[config.mk]
export PLATFORM = sky130hd
export DESIGN_NAME = shift_addsub_pipe
export DESIGN_NICKNAME = d
export VERILOG_FILES = /design/src/rtl/shift_addsub_pipe.sv
export SDC_FILE = /design/constraint.sdc
export NUM_CORES = 1
export LEC_CHECK = 0
export ABC_AREA = 0
export BUFFER_PORTS_ARGS = -buffer_cell sky130_fd_sc_hd__buf_2
export CORE_ASPECT_RATIO = 0.9
export CORE_MARGIN = 1.5
export CORE_UTILIZATION = 55
export DETAILED_ROUTE_END_ITERATION = 6
export PLACE_DENSITY = 0.87
export SETUP_SLACK_MARGIN = 0.3
export SYNTH_ARGS = -nofsm -noshare
export SYNTH_HDL_FRONTEND = slang
export SYNTH_SLANG_ARGS = --single-unit
[constraint.sdc]
create_clock -name clock -period 8.9 [get_ports clock]
set_clock_uncertainty 0.05 [all_clocks]
set_input_delay 2.67 -clock clock [delete_from_list [all_inputs] [get_ports clock]]
set_output_delay 2.67 -clock clock [all_outputs]
set_load 0.005 [all_outputs]
[src/rtl/shift_addsub_pipe.sv]
// Two-stage pipeline: arithmetic/logical right shift of Y, then add/subtract with X and saturate.
// Define SHIFT_ADDSUB_ROUND_EN to round the shifted operand instead of truncating it.
module shift_addsub_pipe #(
  parameter int DSIZE  = 16,
  parameter int SW     = 5,
  parameter int SIGNED = 0
) (
  input  logic             clock,
  input  logic             rst_n,
  input  logic             in_valid,
  output logic             in_ready,
  input  logic [DSIZE-1:0] X,
  input  logic [DSIZE-1:0] Y,
  input  logic [SW-1:0]    shift,
  input  logic [1:0]       op,
  output logic             out_valid,
  input  logic             out_ready,
  output logic [DSIZE-1:0] Z,
  output logic             sat
);
  // Two guard bits: one for the rounding carry on Ys, one for the add/sub carry.
  localparam int EW = DSIZE + 2;

  logic             s1_valid;
  logic [DSIZE-1:0] s1_x;
  logic [1:0]       s1_op;
  logic [EW-1:0]    s1_ys;
  logic             s1_adv, s2_adv;
  logic [EW-1:0]    y_ext, y_shr, ys, x_ext, res;
  logic             rnd;
  logic [DSIZE-1:0] z_next;
  logic             sat_next;

  // out_valid doubles as the S2 occupancy flag.
  assign s2_adv   = !out_valid || out_ready;
  assign s1_adv   = !s1_valid || s2_adv;
  assign in_ready = s1_adv;

  always_comb begin
    if (SIGNED != 0) begin
      y_ext = {{2{Y[DSIZE-1]}}, Y};
      y_shr = $signed(y_ext) >>> shift;
    end else begin
      y_ext = {2'b00, Y};
      y_shr = y_ext >> shift;
    end
    rnd = 1'b0;
`ifdef SHIFT_ADDSUB_ROUND_EN
    for (int i = 0; i < DSIZE; i++)
      if (32'(shift) == i + 1) rnd = Y[i];
`endif
    ys = y_shr + EW'(rnd);
  end

  always_comb begin
    if (SIGNED != 0) x_ext = {{2{s1_x[DSIZE-1]}}, s1_x};
    else             x_ext = {2'b00, s1_x};
    case (s1_op)
      2'b01:   res = x_ext - s1_ys;
      2'b10:   res = x_ext + s1_ys;
      2'b11:   res = s1_ys - x_ext;
      default: res = x_ext;
    endcase
    z_next   = res[DSIZE-1:0];
    sat_next = 1'b0;
    if (SIGNED != 0) begin
      if (res[EW-1] && !(&res[EW-2:DSIZE-1])) begin
        z_next   = {1'b1, {(DSIZE-1){1'b0}}};
        sat_next = 1'b1;
      end else if (!res[EW-1] && (|res[EW-2:DSIZE-1])) begin
        z_next   = {1'b0, {(DSIZE-1){1'b1}}};
        sat_next = 1'b1;
      end
    end else begin
      if (res[EW-1]) begin
        z_next   = '0;
        sat_next = 1'b1;
      end else if (|res[EW-2:DSIZE]) begin
        z_next   = '1;
        sat_next = 1'b1;
      end
    end
  end

  always_ff @(posedge clock or negedge rst_n) begin
    if (!rst_n) begin
      s1_valid  <= 1'b0;
      s1_x      <= '0;
      s1_op     <= '0;
      s1_ys     <= '0;
      out_valid <= 1'b0;
      Z         <= '0;
      sat       <= 1'b0;
    end else begin
      if (s1_adv) begin
        s1_valid <= in_valid;
        if (in_valid) begin
          s1_x  <= X;
          s1_op <= op;
          s1_ys <= ys;
        end
      end
      if (s2_adv) begin
        out_valid <= s1_valid;
        if (s1_valid) begin
          Z   <= z_next;
          sat <= sat_next;
        end
      end
    end
  end
endmodule

==> key figures <==
STA
  • Final-layout setup total negative slack: 0 ns
  • Final period util: 0.6554
  • Post-layout minimum cycle time: 5.833 ns
  • Maximum clock rate: 171.4 MHz
  • Final-report hold violation count: 0
  • Count of final max-slew check failures: 0
  • Fin worst setup slack: 3.067 ns
  • # setup viols final: 0
  • Worst-Margin Slew: 0.9014 ns
  • Unrepaired setup endpoints after global routing: false
  • Slew HR: 0.3991

Clock tree
  • Cts repair resizes: 0
  • CTS sink cnt: 53
  • Number of levels in the clock H-tree: 2
  • Total CTS buffers: 5
  • Clock latency on the worst-skew pair: 0.31 ns
  • Clock edge transition at the registers on the reported setup and hold paths: 0.09 ns
  • Post-CTS setup-driven buffer insertion count: 0
  • CTS max path bufs: 2
  • CTS tree: done
  • # hold bufs at CTS: 0
  • Root buf cell: clkbuf_8

Route
  • Detailed-router iteration count before antenna repair: 5
  • ANT nets after route: 0
  • Routed wire length: 11.60 mm
  • DR vias/cell: 6.164
  • Average detailed-routed wire length per instance: 16.43 um
  • DR vias: 4352
  • Number of DRC markers after the initial detailed-route iteration: 225
  • DRC errors left: 0

Worst setup path
  • Endpoint kind of the worst setup timing path: primary output
  • Worst path required time: 6.18 ns
  • Biggest fanout along the worst timing path: 3
  • Crit path DAT: 3.11 ns
  • Crit Path Class: in -> out
  • Type of element launching the critical path: input port

Floorplanning
  • Total Die Area: 0.009203 sq mm
  • Number of I/O pins: 62
  • Effective utilization at floorplan: 0.5776
  • Die boundary width: 101.0 um
  • Height of the die: 91.16 um
  • Core region area: 0.008223 sq mm
  • Row Count: 31

Placed design
  • Number of placed instances with taps included: 699
  • Pre-CTS setup slack: 3.077 ns
  • Detail Placement HPWL: 9.085 mm
  • RD Place Congestion: 0.9134
  • I/O Buffers: 61

Synthesis
  • Synthesis-stage register bit count: 53
  • Ys flop type: dfrtp_1
  • Largest family of logic cells by synthesized area: compound AO/OA/AOI/OAI gates
  • Compound-cell area share of the yosys netlist: 0.2579
  • XOR/XNOR Fraction of Synth Area: 0.06270
  • Mux cell area share after synthesis: 0.1125
  • Count of different cell masters after synthesis: 62
  • Average size of a mapped cell: 8.812 sq um
  • Synthesized netlist net count: 617
  • Part of the Yosys area used for sequential elements: 0.2792
  • Asr flop ratio synth: 1.000
  • Post-synth EDFFs: 0
  • Ys Warns: 0
  • Synthesized cell area: 0.004750 sq mm
  • Cell count after synthesis: 539
  • Post-synthesis share of cell area spent on full adders, half adders and majority gates: 0.09536
  • Fraction of the mapped netlist area in simple logic gates: 0.1536

Power
  • Static leakage: 2.358 nW
  • Maximum vdd drop: 0.09718 mV
  • Relative contribution of sequential cells to total power: 0.318
  • Power dissipated by switching net loads: 0.0004359 W
  • Power density cells: 203.0 mW/mm^2
  • Switching portion of total power: 0.4094
  • Post-layout total power: 0.001065 W
  • Part of the power in the clock network: 0.153
  • P_int: 0.0006289 W
  • Logic pwr share: 0.529

Flow run
  • Count of max-cap constraint violations: 0

Final layout
  • Fill cell total of the finished layout: 728
  • Commonest cells after routing, fill and taps aside: buf_2, nand2_1, dfrtp_1
  • Post-route core utilization: 0.6380
  • Final nets: 669
  • Footprint of the multi-input gates: 0.003239 sq mm
  • Most common library cell in the layout ignoring fill and taps: buf_2
  • Area used by sequential logic in the layout: 0.001326 sq mm
  • Count of non-filler cells in the finished layout: 706
  • Fraction of layout cells with a size suffix above 1: 0.1929
  • ANT cells: 0
  • Syn-to-layout area delta: 10.46%

Global routing
  • Maximum number of pins on one net before global-route repair: 54
  • Via count of the first global-routing pass: 4024
  • Wire length of the first global-routing pass: 18.71 mm
  • Initial antenna violation count: 0
  • Gr usage total: 0.2519
  • Residual overflow from global routing: 0

Status
  • Status: complete, no violations

Worst hold path
  • Worst Hold Class: reg -> reg
-- worst max-delay path, cell delays in order --
cell and delay (ns):
buf_2 0.10, nand3b_1 0.19, buf_2 0.15
-- sequential cells by signal, summed over array words and instances (netlist names) --
signal and cells:
out_valid 1, Z 16, s1_op 2, s1_valid 1
s1_ys 16, sat 1, s1_x 16
-- Yosys cell counts (2+ instances only) --
master,count,share of area
nand2_1,54,0.043
dfrtp_1,53,0.28
o21ai_0,35,0.037
a21oi_1,33,0.035
ha_1,33,0.087
nor2_1,30,0.024
inv_1,23,0.018
mux2i_1,23,0.048
mux2_2,21,0.050
xnor2_1,19,0.035
clkbuf_1,16,0.013
xor2_1,15,0.028
nor2b_1,14,0.018
nor3_1,12,0.013
a22o_1,11,0.020
nand3_1,11,0.012
o31ai_1,11,0.017
o21a_1,10,0.016
a22o_2,9,0.019
a211oi_1,8,0.013
a31oi_1,8,0.011
a21o_1,7,0.011
or3_1,7,0.0092
o21ai_1,6,0.0063
nand2b_1,5,0.0066
a211o_1,4,0.0074
a32o_1,4,0.0084
o211ai_1,4,0.0063
o41ai_1,4,0.0074
a21boi_0,3,0.0047
and3_1,3,0.0040
mux4_2,3,0.014
nand3b_1,3,0.0047
and2_1,2,0.0026
buf_1,2,0.0016
buf_6,2,0.0047
fa_1,2,0.0084
nand4_1,2,0.0026
nor3b_1,2,0.0032
o2111ai_1,2,0.0037
or4_4,2,0.0047
-- power groups by stage --
stage	registers (W)	clock network, W	logic [W]
floorplan	0.000336	0	0.000414
global placement	0.000340	0	0.000533
detailed placement	0.000342	0	0.000551
CTS	0.000337	0.000168	0.000556
global route	0.000345	0.000177	0.000625
finish	0.000338	0.000163	0.000564
-- final timing paths --
check,startpoint,to,slack (ns),cells past startpoint
max in group asynchronous,rst_n,s1_x[1],5.95,2
worst max-delay path,out_ready,in_ready,3.07,3
worst min register to register,Z[3],Z[3],0.44,2
worst min-delay path,Z[3],Z[3],0.44,2
worst max register to register,s1_x[6],Z[2],4.04,14
min in group asynchronous,rst_n,Z[2],2.40,2
-- layout make-up --
class / count / share of cell area
multi-input combinational: 441 / 0.6175
sequential: 53 / 0.2528
inverter: 25 / 0.01789
clock inverter: 2 / 0.007393
clock buffer: 5 / 0.01312
timing repair buffer: 65 / 0.06392
tap: 115 / 0.02743
-- cell families (layout without fill, tap and decap cells) --
logic type / after synthesis / in the layout
buf+inv: 45 / 97
xor+xnor: 34 / 34
simple gates: 151 / 151
flops: 53 / 53
compound gates: 174 / 174
fa+ha+maj: 35 / 35
mux: 47 / 47
-- through the flow --
| step | cell area (sq um) | hold slack, ns |
|---|---|---|
| floorplan | 4750 | 0.4272 |
| global placement | 5139 | 0.4128 |
| detailed placement | 5139 | 0.4238 |
| CTS | 5246 | 0.4436 |
| global route | 5246 | 0.4723 |
| finish | 5246 | 0.4359 |
-- per-layer routing --
metal,share of wire,global-route usage,routed length (um),vias up
li1,-,-,-,2111
met1,0.45,0.3415,5212,2069
met2,0.47,0.4262,5474,160
met3,0.065,0.02925,752,12
met4,0.014,0.06250,161,0
met5,0,0,0,-
(Power assumes the default switching activity.)
